**src/rtl/cpu_defs.sv**
```systemverilog
// Shared definitions for the MIPS pipeline control slice: Tuse/Tnew encodings,
// multiply/divide latency defaults and the MDU sequencer state encoding.
package cpu_defs;

    typedef logic [1:0] tuse_t;
    typedef logic [1:0] tnew_t;

    // A Tuse of 3 means the operand is not read, so no Tnew can exceed it.
    localparam tuse_t TUSE_0    = 2'd0;
    localparam tuse_t TUSE_1    = 2'd1;
    localparam tuse_t TUSE_2    = 2'd2;
    localparam tuse_t TUSE_NONE = 2'd3;

    localparam tnew_t TNEW_0    = 2'd0;
    localparam tnew_t TNEW_1    = 2'd1;
    localparam tnew_t TNEW_2    = 2'd2;
    localparam tnew_t TNEW_NONE = 2'd3;

    localparam int unsigned MULT_CYCLES_DEF = 5;
    localparam int unsigned DIV_CYCLES_DEF  = 10;
    localparam int unsigned CNT_W_DEF       = 4;

    typedef enum logic {
        IDLE = 1'b0,
        BUSY = 1'b1
    } md_state_e;

endpackage

```
**src/rtl/md_busy_seq.sv**
```systemverilog
// Busy sequencer for the shared HI/LO multiply/divide unit: counts down the
// operation latency after an E-stage start and pulses md_done on completion.
module md_busy_seq
    import cpu_defs::*;
#(
    parameter int unsigned MULT_CYCLES = MULT_CYCLES_DEF,
    parameter int unsigned DIV_CYCLES  = DIV_CYCLES_DEF,
    parameter int unsigned CNT_W       = CNT_W_DEF
) (
    input  logic clk,
    input  logic reset,
    input  logic E_start,
    input  logic E_is_div,
    output logic md_busy,
    output logic md_done
);

    localparam logic [CNT_W-1:0] MULT_LOAD = CNT_W'(MULT_CYCLES);
    localparam logic [CNT_W-1:0] DIV_LOAD  = CNT_W'(DIV_CYCLES);
    localparam logic [CNT_W-1:0] CNT_LAST  = CNT_W'(1);

    md_state_e        state_q;
    logic [CNT_W-1:0] cnt_q;
    logic             busy_q;
    logic             done_q;
    logic [CNT_W-1:0] load;

    assign load = E_is_div ? DIV_LOAD : MULT_LOAD;

    always_ff @(posedge clk) begin
        if (!reset) begin
            state_q <= IDLE;
            cnt_q   <= '0;
            busy_q  <= 1'b0;
            done_q  <= 1'b0;
        end else begin
            done_q <= 1'b0;
            unique case (state_q)
                IDLE: begin
                    if (E_start) begin
                        state_q <= BUSY;
                        cnt_q   <= load;
                        busy_q  <= 1'b1;
                    end
                end
                BUSY: begin
                    // Completion still reports even if a new start lands on the last cycle.
                    if (cnt_q == CNT_LAST) begin
                        done_q <= 1'b1;
                    end
                    if (E_start) begin
                        cnt_q <= load;
                    end else if (cnt_q == CNT_LAST) begin
                        state_q <= IDLE;
                        cnt_q   <= '0;
                        busy_q  <= 1'b0;
                    end else begin
                        cnt_q <= cnt_q - CNT_LAST;
                    end
                end
            endcase
        end
    end

    assign md_busy = busy_q;
    assign md_done = done_q;

endmodule

```
**src/rtl/md_hazard_ctrl.sv**
```systemverilog
// Hazard and multiply/divide scheduling control for the 5-stage MIPS pipeline:
// register Tuse/Tnew stalls, HI/LO structural stalls and a stall-cycle counter.
module md_hazard_ctrl
    import cpu_defs::*;
#(
    parameter int unsigned MULT_CYCLES = MULT_CYCLES_DEF,
    parameter int unsigned DIV_CYCLES  = DIV_CYCLES_DEF,
    parameter int unsigned CNT_W       = CNT_W_DEF
) (
    input  logic        clk,
    input  logic        reset,
    input  logic [4:0]  D_rs,
    input  logic [4:0]  D_rt,
    input  logic [1:0]  D_tuse_rs,
    input  logic [1:0]  D_tuse_rt,
    input  logic        D_md,
    input  logic [4:0]  E_waddr,
    input  logic [1:0]  E_tnew,
    input  logic [4:0]  M_waddr,
    input  logic [1:0]  M_tnew,
    input  logic        E_start,
    input  logic        E_is_div,
    output logic        stall,
    output logic        pc_en,
    output logic        fd_en,
    output logic        de_clr,
    output logic        md_busy,
    output logic        md_done,
    output logic [31:0] stall_cycles
);

    logic        hz_rs;
    logic        hz_rt;
    logic        hz_md;
    logic [31:0] stall_cycles_q;

    // Equal Tnew/Tuse is resolved by forwarding, so only a strictly later result stalls.
    assign hz_rs = (D_rs != 5'd0) &&
                   (((E_waddr == D_rs) && (E_tnew > D_tuse_rs)) ||
                    ((M_waddr == D_rs) && (M_tnew > D_tuse_rs)));

    assign hz_rt = (D_rt != 5'd0) &&
                   (((E_waddr == D_rt) && (E_tnew > D_tuse_rt)) ||
                    ((M_waddr == D_rt) && (M_tnew > D_tuse_rt)));

    // E_start covers the cycle before md_busy rises.
    assign hz_md = D_md && (md_busy || E_start);

    assign stall  = hz_rs | hz_rt | hz_md;
    assign pc_en  = ~stall;
    assign fd_en  = ~stall;
    assign de_clr = stall;

    md_busy_seq #(
        .MULT_CYCLES (MULT_CYCLES),
        .DIV_CYCLES  (DIV_CYCLES),
        .CNT_W       (CNT_W)
    ) u_md_busy_seq (
        .clk      (clk),
        .reset    (reset),
        .E_start  (E_start),
        .E_is_div (E_is_div),
        .md_busy  (md_busy),
        .md_done  (md_done)
    );

    always_ff @(posedge clk) begin
        if (!reset) begin
            stall_cycles_q <= 32'd0;
        end else if (stall) begin
            stall_cycles_q <= stall_cycles_q + 32'd1;
        end
    end

    assign stall_cycles = stall_cycles_q;

endmodule

```
**config.mk**
```make
export PLATFORM = sky130hd
export DESIGN_NAME = md_hazard_ctrl
export DESIGN_NICKNAME = d
export VERILOG_FILES = /design/src/rtl/cpu_defs.sv /design/src/rtl/md_busy_seq.sv /design/src/rtl/md_hazard_ctrl.sv
export SDC_FILE = /design/constraint.sdc
export NUM_CORES = 1
export LEC_CHECK = 0
export BUFFER_PORTS_ARGS = -buffer_cell sky130_fd_sc_hd__buf_4
export CAP_MARGIN = 20
export CORE_UTILIZATION = 40
export DETAILED_ROUTE_END_ITERATION = 10
export GPL_TIMING_DRIVEN = 0
export PLACE_DENSITY = 0.77
export SLEW_MARGIN = 20
export SYNTH_ARGS = -nofsm -noshare
export SYNTH_HDL_FRONTEND = slang
export SYNTH_SLANG_ARGS = --single-unit
```
**constraint.sdc**
```tcl
create_clock -name clk -period 2.2 [get_ports clk]
set_clock_uncertainty 0.05 [all_clocks]
set_input_delay 0 -clock clk [delete_from_list [all_inputs] [get_ports clk]]
set_output_delay 0 -clock clk [all_outputs]
set_load 0.1 [all_outputs]
```
* Yosys cells after proc, flatten, opt, wreduce, memory -nomap -nowiden
Cells that the tools add are included.
** Storage, ports and cells
- Register bits :: 39
- Bits of input ports :: 33
- Word-level logic and storage cells :: 51
** Operators by class
- $add $sub $neg :: 2
- $lt $le $gt $ge :: 4
- Equal/unequal tests :: 8
- Muxes and demuxes :: 14
- Bitwise operators :: 4
- Reductions and logical operators :: 14
** Operators with widths (number)
- $add A32 B1 Y32 const B :: 1
- $eq A5 B5 Y1 :: 4
- $mux W4 :: 4
- $reduce_bool A5 Y1 :: 2
- $gt A2 B2 Y1 :: 4
- $pmux W4 S2 :: 1
- $logic_and A1 B1 Y1 :: 7
- $mux W1 :: 7
- $ne A2 B2 Y1 const B :: 3
- $eq A4 B1 Y1 const B :: 1
- $pmux W1 S2 :: 2
- $sub A4 B1 Y4 const B :: 1
- $logic_or A1 B1 Y1 :: 3
- $reduce_and A3 Y1 :: 1
- $not A1 Y1 :: 2
- $or A1 B1 Y1 :: 2
- $reduce_and A2 Y1 :: 1

* Logic depth before layout (Yosys ltp)
Gate-level depths: netlist of the first run.
- Depth after elaboration :: 7
- Gate-level depth with buffers :: 10
- Mapped depth without buffers :: 9

* Modules after synthesis
A second synthesis of the first run with hierarchy kept.
** Unflattened totals
- Cell total of the unflattened synthesis :: 287
- Area, all modules :: 2446.1 um^2
** By module, submodules not included
- md_hazard_ctrl :: times used 1, cells an instance 247, area an instance 2093.3 um^2, seq. area each 640.6 um^2
- md_busy_seq :: times used 1, cells an instance 40, area an instance 352.8 um^2, seq. area each 140.1 um^2

* Worst setup path before layout of the first run
Ideal clock, no wire load.
- Kind :: reg-to-output
- Start point :: register u_md_busy_seq.busy_q, in the netlist u_md_busy_seq.md_busy
- End point :: output port pc_en
- Data arrival time :: 3495 ps
- Data required time :: 2150 ps
- Slack :: -1345 ps
- Cell stages (with the launch flop) :: 7
- Buffers on the path :: 2
- Cells stage by stage :: dfxtp_1 o21ai_0 a21boi_1 buf_2 nand2_1 inv_1 buf_4
** Between the ends
- Word-level cells in the longest chain between the ends :: 4
** RTL lines
- start: declaration :: line md_busy_seq.sv:24 : logic busy_q;
- start signal: assignment :: line md_busy_seq.sv:34 : busy_q <= 1'b0;
- start signal: assignment :: line md_busy_seq.sv:43 : busy_q <= 1'b1;
- start signal: assignment :: line md_busy_seq.sv:56 : busy_q <= 1'b0;
- $logic_or A1 B1 Y1 :: line md_hazard_ctrl.sv:47 : assign hz_md = D_md && (md_busy || E_start);
- $logic_and A1 B1 Y1 :: line md_hazard_ctrl.sv:47
- $or A1 B1 Y1 :: line md_hazard_ctrl.sv:49 : assign stall = hz_rs | hz_rt | hz_md;
- net de_clr :: line md_hazard_ctrl.sv:26 : output logic de_clr,
- $not A1 Y1
- end: declaration :: line md_hazard_ctrl.sv:24 : output logic pc_en,
The timed path passes the listed nets, and every way through them passes these cells.

* Worst setup path in the final report of the first run
- Start point :: register stall_cycles_q[19], in the netlist stall_cycles[19]
- End point :: register stall_cycles_q[26], in the netlist stall_cycles[26]
** Between the ends
- Word-level cells in the longest chain between the ends :: 1
** RTL lines
- start: declaration :: line md_hazard_ctrl.sv:35 : logic [31:0] stall_cycles_q;
- start signal: assignment :: line md_hazard_ctrl.sv:71 : stall_cycles_q <= stall_cycles_q + 32'd1;
- $add A32 B1 Y32 :: line md_hazard_ctrl.sv:71
Every way passes these cells.
A chain may end at the register's enable or synchronous reset.

==> impl_results.md, run 1 <==
- Slew @ Worst Pin: 0.499 ns
- CP required: 2.37 ns
- Static Leak: 1.28 nW
- Number of fill cells: 526
- Library cells used by synthesis: 45
- GRT Total Usage: 20.2%
- Vias in the first global route: 2,228
- Finished Cell Area: 3170 sq um
- Layout area overhead: 36.0%
- Fin nets: 406
- Die W: 78.4 um
- Seq/Total Area, Yosys: 33.4%
- Clock root cell: clkbuf_8
- WL per Instance: 13.2 um
- Critical path class: flip-flop to flip-flop
- Unrepaired setup endpoints after global routing: yes
- DRC viols: 0
- Drt total wl: 5730 um
- Synthesized net count: 325
- Buf/Inv on CP: 0
- Non-filler cells, final: 435
- Clock-pin slew on the worst setup and hold paths: 0.08 ns
- Main combinational cell family by area after synthesis: simple AND/OR/NAND/NOR gates
- Mean post-synth cell area: 8.31 sq um
- Met3 usage: 2.67%
- R2r endpoint: stall_cycles[26]
- Core area: 5570 sq um
- Boundary Pins: 71
- Synth warn: 0
- GPL Wtd Cong: 0.875
- Adder-Cell Fraction of Synth Area: 5.89%
- Final worst path period need: 2.08 ns
- PortBufs: 69
- Most congested layer reported by global routing: met2
- DRT Pass-1 Iters: 4
- Max frequency: 482 MHz
- Flop2flop setup slack: 0.12 ns
- Cell row count: 27
- Critical Path Fanout Max: 5
- Clock Latency Late Sink: 0.29 ns
- # diodes: 0
- Complex-gate fraction of the synthesized area: 16.3%
- Initial antenna violation count: 0
- Sinks on Clock Net: 39
- Mux cell area share after synthesis: 2.57%
- First-pass GRT wire length: 9780 um
- Critical Path AT: 2.25 ns
- Placed cell areas: 3040 sq um
- Grt ovf: 0
- Inst Count DP: 422
- Critical Path Start: stall_cycles[19]
- Worst-path cell chain: nand2_2, or3_4, nor3_4, nand3_1, or4_1, a21oi_1
- CP Capture Point: stall_cycles[26]
- Max incr delay on CP: 0.50 ns
- Met2 Track Usage GR: 34.1%
- Met1 Track Usage GR: 24.9%
- Slew Viols, Final: 0
- Fin crit share: 94.4%
- Setup Viol. Count Final: 0
- IR Drop Worst-Case VDD: 0.335 mV
- Max cap viols: 0
- Crit. path cell count: 6
- Largest net degree at the start of global routing: 12
- Clock Tree Buf Depth: 2
- CTS tree: done
- Post-synthesis xor/xnor area fraction: 12.0%
- Final Hold Fails: 0
- Hold Crit Class: input port to flip-flop
- DR vias/cell: 5.20
- Slowest stage cell, crit path: or4_1
- Multi-input gate area: 1460 sq um
- Die ar.: 6150 sq um
- DRT iter0 DRCs: 98
- Crit start category: flip-flop
- RR Startpoint: stall_cycles[19]
- PwrDens: 491 nW/um^2
- Post-synth top flop: dfxtp_1
- Worst r2r path cells: 6
- Routed vias: 2,264
- EDFF count, synth: 0
- Family with the most delay on the worst path: simple AND/OR/NAND/NOR gates
- Post-DP HPWL: 4410 um
- Storage element area: 846 sq um
- H-tree depth: 2
- Rel. slew slack: 66.7%
- Synthesized instance count: 281
- Layout cells sized above 1: 34.7%
- Yosys reg bits: 39
- Async S/R FF share, synth: 0%
- Syn Std Cell Area: 2330 sq um
- Simple-gate area share of the yosys netlist: 24.4%
- Kind of end point of the critical path: flip-flop
- Status: finished, final reports clean
- Initial Utilization: 41.9%
- Antenna-violating nets left: 0
- Inserted Clock Buffers: 5
- Die Y-Extent: 78.4 um
kinds of logic (layout without fill, tap and decap cells):
family / Yosys count / in the layout
compound gates: 58 / 58
xor+xnor: 32 / 32
fa+ha+maj: 11 / 11
buf+inv: 30 / 112
flops: 39 / 39
mux: 6 / 6
simple gates: 105 / 105
cell type report:
class                           count  share of cell area (%)
Multi-Input combinational cell    212                    46.0
Tap cell                           72                    2.84
Sequential cell                    39                    26.6
Inverter                           20                    2.48
Clock buffer                        7                    2.40
Clock inverter                      1                   0.158
Timing Repair Buffer               74                    17.7
Buffer                             10                    1.77
worst min-delay path: cells and delay by family:
kind / cells / cell delay [ns]
AND/OR/NAND/NOR: 1 / 0.11
buffers and inverters: 1 / 0.13
AO/OA/AOI/OAI: 1 / 0.07
worst min path at each step:
| stage | from | endpoint | cells after the start |
|---|---|---|---|
| 2_1_floorplan | E_start | u_md_busy_seq.state_q | 2 |
| 3_3_place_gp | E_start | u_md_busy_seq.state_q | 3 |
| 3_5_place_dp | E_start | u_md_busy_seq.state_q | 3 |
| 4_1_cts | E_start | u_md_busy_seq.cnt_q[1] | 3 |
| 5_1_grt | E_start | u_md_busy_seq.cnt_q[1] | 3 |
| 6_report | E_start | u_md_busy_seq.cnt_q[1] | 3 |
where the power goes:
part | leakage (nW) | total [W] | internal (W) | switching, W
logic | 0.903 | 0.000366 | 0.000135 | 0.000231
clock network | 0.0422 | 0.000469 | 0.000223 | 0.000247
registers | 0.333 | 0.000725 | 0.000706 | 0.0000193
total | 1.28 | 0.00156 | 0.00106 | 0.000496
through the flow:
stage | power, W | hold slack (ns) | util (%) | setup TNS [ns] | setup WS, ns
after floorplan | 0.000987 | 0.0707 | - | -0.0375 | -0.0249
after global placement | 0.00109 | 0.221 | 54.6 | -0.214 | -0.0783
after detailed placement | 0.00110 | 0.236 | 54.6 | -0.505 | -0.113
after CTS | 0.00157 | 0.00472 | 56.6 | 0 | 0.00530
after global routing | 0.00163 | 0.0339 | 56.9 | -0.00138 | -0.00138
final | 0.00156 | 0.0157 | 56.9 | 0 | 0.124
what timing repair did:
item                                    in CTS  in global routing
hold buffers                                 3                  0
setup buffers                                0                  2
endpoints found under the hold margin        4                  0
resized for setup                            0                  3
endpoints found under the setup margin       0                  5
cell usage after synthesis, types with 4 or more instances:
master / instances / area [sq um]
a21oi_1: 23 / 115
nand3_1: 7 / 35.0
dfxtp_1: 39 / 781
or4_1: 5 / 37.5
ha_1: 11 / 138
nand2b_1: 5 / 31.3
mux2i_1: 6 / 60.1
xnor2_1: 28 / 245
nand4_1: 11 / 68.8
and3_1: 6 / 37.5
xor2_1: 4 / 35.0
o21ai_0: 11 / 55.1
inv_1: 19 / 71.3
nand2_1: 28 / 105
or3_1: 9 / 56.3
nor2_1: 19 / 71.3
sequential cells by signal, indices dropped and copies added (netlist names):
name and flops:
stall_cycles 32, u_md_busy_seq.cnt_q 4, u_md_busy_seq.md_busy 1, u_md_busy_seq.md_done 1, u_md_busy_seq.state_q 1
layout by cell type (no fill, tap or decap), types with 2 or more instances in the layout:
cell,n
a2111oi_2,3
a211oi_1,3
a21oi_1,23
a31o_2,2
and2_1,2
and3_1,6
buf_1,2
buf_2,2
buf_4,72
clkbuf_1,4
clkbuf_8,5
dfxtp_1,13
dfxtp_2,13
dfxtp_4,13
dlygate4sd3_1,3
ha_1,11
inv_1,18
mux2i_1,6
nand2_1,26
nand2b_1,5
nand3_1,7
nand3_2,2
nand4_1,11
nor2_1,19
nor2b_1,2
nor3_1,3
nor4_1,2
o2111ai_1,2
o211ai_1,2
o21ai_0,11
o22ai_1,2
o31ai_1,3
or3_1,8
or4_1,5
xnor2_1,28
xor2_1,4
metal layers:
layer  share of wire, %  vias to the layer above
li1                   -                     1157
met1                 45                     1034
met2                 48                       61
met3                5.0                       12
met4                2.1                        0
met5                  0                        -
Note: power is estimated with default switching activity, not from simulation.
==> inputs of run 2 (changes only) <==
--- a/config.mk
+++ b/config.mk
@@ -5,12 +5,13 @@
 export SDC_FILE = /design/constraint.sdc
 export NUM_CORES = 1
 export LEC_CHECK = 0
+export ABC_AREA = 1
 export BUFFER_PORTS_ARGS = -buffer_cell sky130_fd_sc_hd__buf_4
 export CAP_MARGIN = 20
 export CORE_UTILIZATION = 40
 export DETAILED_ROUTE_END_ITERATION = 10
 export GPL_TIMING_DRIVEN = 0
-export PLACE_DENSITY = 0.77
+export PLACE_DENSITY = 0.73
 export SLEW_MARGIN = 20
 export SYNTH_ARGS = -nofsm -noshare
 export SYNTH_HDL_FRONTEND = slang
==> run 2 against run 1 <==
  * Wire length grew 58%
  * Clock power grew 25%
  * Cell count grew 80%
  * Maximum frequency grew 7.6%
==> impl_results.md, run 2 <==
- Status: finished, final reports clean (unchanged)
- Core area: 8220 sq um (was 5570 sq um)
- Final worst slack: 0.272 ns (was 0.124 ns)
- DRT iter0 DRCs: 197 (was 98)
- GPL Wtd Cong: 0.922 (was 0.875)
- Inserted Clock Buffers: 5 (unchanged)
- Fin crit share: 87.7% (was 94.4%)
- Cell row count: 33 (was 27)
- Synth top area share: 22.9% (was 33.4%)
- Die ar.: 8880 sq um (was 6150 sq um)
- Seq/Total Area, Yosys: 22.9% (was 33.4%)
- IR Drop Worst-Case VDD: 0.337 mV (was 0.335 mV)
- Largest net degree at the start of global routing: 13 (was 12)
- H-tree depth: 2 (unchanged)
- First-pass GRT wire length: 15,300 um (was 9780 um)
- HP Start: reset (was E_start)
- Worst r2r path cells: 9 (was 6)
- DRT Pass-1 Iters: 6 (was 4)
- Routed vias: 3,735 (was 2,264)
- PwrDens: 660 nW/um^2 (was 491 nW/um^2)
- Static Leak: 2.33 nW (was 1.28 nW)
- Critical Path Start: stall_cycles[0] (was stall_cycles[19])
- GRT Total Usage: 21.7% (was 20.2%)
- Initial antenna violation count: 0 (unchanged)
- DR vias/cell: 4.78 (was 5.20)
- Fin nets: 720 (was 406)
- Leading cell type by number of instances after synthesis: nand2_1 (was dfxtp_1)
- Max frequency: 519 MHz (was 482 MHz)
- Drt total wl: 9040 um (was 5730 um)
- Synth area leaders: dfxtp_1, nand2_1, inv_1 (was dfxtp_1, xnor2_1, ha_1)
- Slew @ Worst Pin: 0.529 ns (was 0.499 ns)
- CTS tree: done (unchanged)
- CP required: 2.35 ns (was 2.37 ns)
- Final Hold Fails: 0 (unchanged)
- Hold Crit Class: input port to flip-flop (unchanged)
- EDFF count, synth: 0 (unchanged)
- DRC viols: 0 (unchanged)
- Clock Latency Late Sink: 0.30 ns (was 0.29 ns)
- Syn Std Cell Area: 3400 sq um (was 2330 sq um)
- Setup Viol. Count Final: 0 (unchanged)
- Antenna-violating nets left: 0 (unchanged)
- WL per Instance: 11.6 um (was 13.2 um)
- # diodes: 0 (unchanged)
- Unrepaired setup endpoints after global routing: no (was yes)
- Vias in the first global route: 3,441 (was 2,228)
- Max cap viols: 0 (unchanged)
- Post-synth top cells: nand2_1, inv_1, nor2_1 (was dfxtp_1, nand2_1, xnor2_1)
- Die Y-Extent: 94.2 um (was 78.4 um)
- Clock root cell: clkbuf_8 (unchanged)
- PortBufs: 69 (unchanged)
- Initial Utilization: 41.4% (was 41.9%)
- Synth warn: 0 (unchanged)
- Final setup TNS: 0 ns (unchanged)
- Worst hold margin: 0.0416 ns (was 0.0157 ns)
- Async S/R FF share, synth: 0% (unchanged)
- Flop2flop setup slack: 0.27 ns (was 0.12 ns)
- Clock Tree Buf Depth: 2 (unchanged)
- Kind of end point of the critical path: flip-flop (unchanged)
- Synthesized instance count: 598 (was 281)
- Library cells used by synthesis: 30 (was 45)
- Largest register FFs: 32 (unchanged)
- RR Startpoint: stall_cycles[0] (was stall_cycles[19])
- Sinks on Clock Net: 39 (unchanged)
- Setup WS pre-CTS: 0.291 ns (was -0.113 ns)
- Mean post-synth cell area: 5.69 sq um (was 8.31 sq um)
- Boundary Pins: 71 (unchanged)
- Area leader, netlist: dfxtp_1 (unchanged)
- Commonest non-fill, non-tap cell in the layout: nand2_1 (was buf_4)
- Post-synth top flop: dfxtp_1 (unchanged)
- Critical Path Fanout Max: 5 (unchanged)
- Layout cells sized above 1: 17.0% (was 34.7%)
- Yosys reg bits: 39 (unchanged)
- Most frequent cells in the layout: nand2_1, inv_1, nor2_1 (was buf_4, xnor2_1, nand2_1)
- Die W: 94.2 um (was 78.4 um)
- Final worst path period need: 1.93 ns (was 2.08 ns)
- Grt ovf: 0 (unchanged)
- Clock-pin slew on the worst setup and hold paths: 0.08 ns (about the same)
- Endpoint, Worst Hold: stall_cycles[0] (was u_md_busy_seq.cnt_q[1])
- Rel. slew slack: 64.7% (was 66.7%)
- Post-CTS setup buffers: 0 (unchanged)
- R2r endpoint: stall_cycles[18] (was stall_cycles[26])
- Critical Path AT: 2.08 ns (was 2.25 ns)
- WHS Path Cells: 3 (unchanged)
- Post-DP HPWL: 7220 um (was 4410 um)
- Layout area overhead: 23.5% (was 36.0%)
- Crit start category: flip-flop (unchanged)
- Critical path class: flip-flop to flip-flop (unchanged)
- Synthesized net count: 642 (was 325)
- Slew Viols, Final: 0 (unchanged)
==> run 2: cells by family after synthesis <==
family          synth area share (%)
fa+ha+maj                       4.04
compound gates                  2.13
buf+inv                         18.0
flops                           22.9
xor+xnor                        6.43
simple gates                    46.5
==> run 2: worst max path at each step <==
| stage | endpoint | slack, ns |
|---|---|---|
| 4_1_cts | pc_en | 0.07 |
| 3_5_place_dp | stall_cycles[18] | 0.29 |
| 6_report | stall_cycles[18] | 0.27 |
| 5_1_grt | stall_cycles[18] | 0.16 |
| 2_1_floorplan | stall_cycles[21] | 0.009 |
| 3_3_place_gp | stall_cycles[18] | 0.33 |
==> run 2: per-stage QoR <==
step | total power, W | cell area [sq um] | cells | utilization [%]
floorplan | 0.00191 | 3420 | 598 | -
global placement | 0.00218 | 4070 | 772 | 49.5
detailed placement | 0.00220 | 4070 | 772 | 49.5
CTS | 0.00280 | 4200 | 782 | 51.1
global route | 0.00294 | 4200 | 782 | 51.2
finish | 0.00277 | 4200 | 782 | 51.2
==> run 2: critical path: stages, from the launching register on <==
cell,delay (ns)
dfxtp_2,0.38
ha_1,0.25
nand3_1,0.23
nor2_1,0.33
nand4_1,0.23
xor2_1,0.19
inv_1,0.06
nand2_1,0.05
inv_1,0.05
nor2_1,0.03
==> run 2: routing by layer <==
metal	vias to the layer above	global-route usage, %	share of wire [%]
li1	1962	-	-
met1	1621	26.0	44
met2	125	37.3	47
met3	27	3.80	5.9
met4	0	9.49	2.5
met5	-	0	0
==> run 2: layout make-up <==
type | instances | area [sq um]
inverters | 135 | 510
plain buffers | 18 | 105
clock inverters | 1 | 5.00
clock buffers | 7 | 108
multi-input cells | 406 | 2010
repair buffers | 71 | 538
flip-flops and latches | 39 | 792
fillers | 872 | 4010
well taps | 105 | 131
==> run 2: what timing repair did <==
action,in CTS,in global routing
resized for setup,0,1
hold buffers,2,0
endpoints found under the hold margin,5,0
setup endpoints to repair,0,1
==> run 2: power by group <==
group | total [W] | leakage [nW] | switching (W) | internal (W)
Clock | 0.000585 | 0.0594 | 0.000264 | 0.000321
Sequential | 0.000881 | 0.325 | 0.0000936 | 0.000788
Combinational | 0.00131 | 1.94 | 0.000960 | 0.000346
Total | 0.00277 | 2.33 | 0.00132 | 0.00146
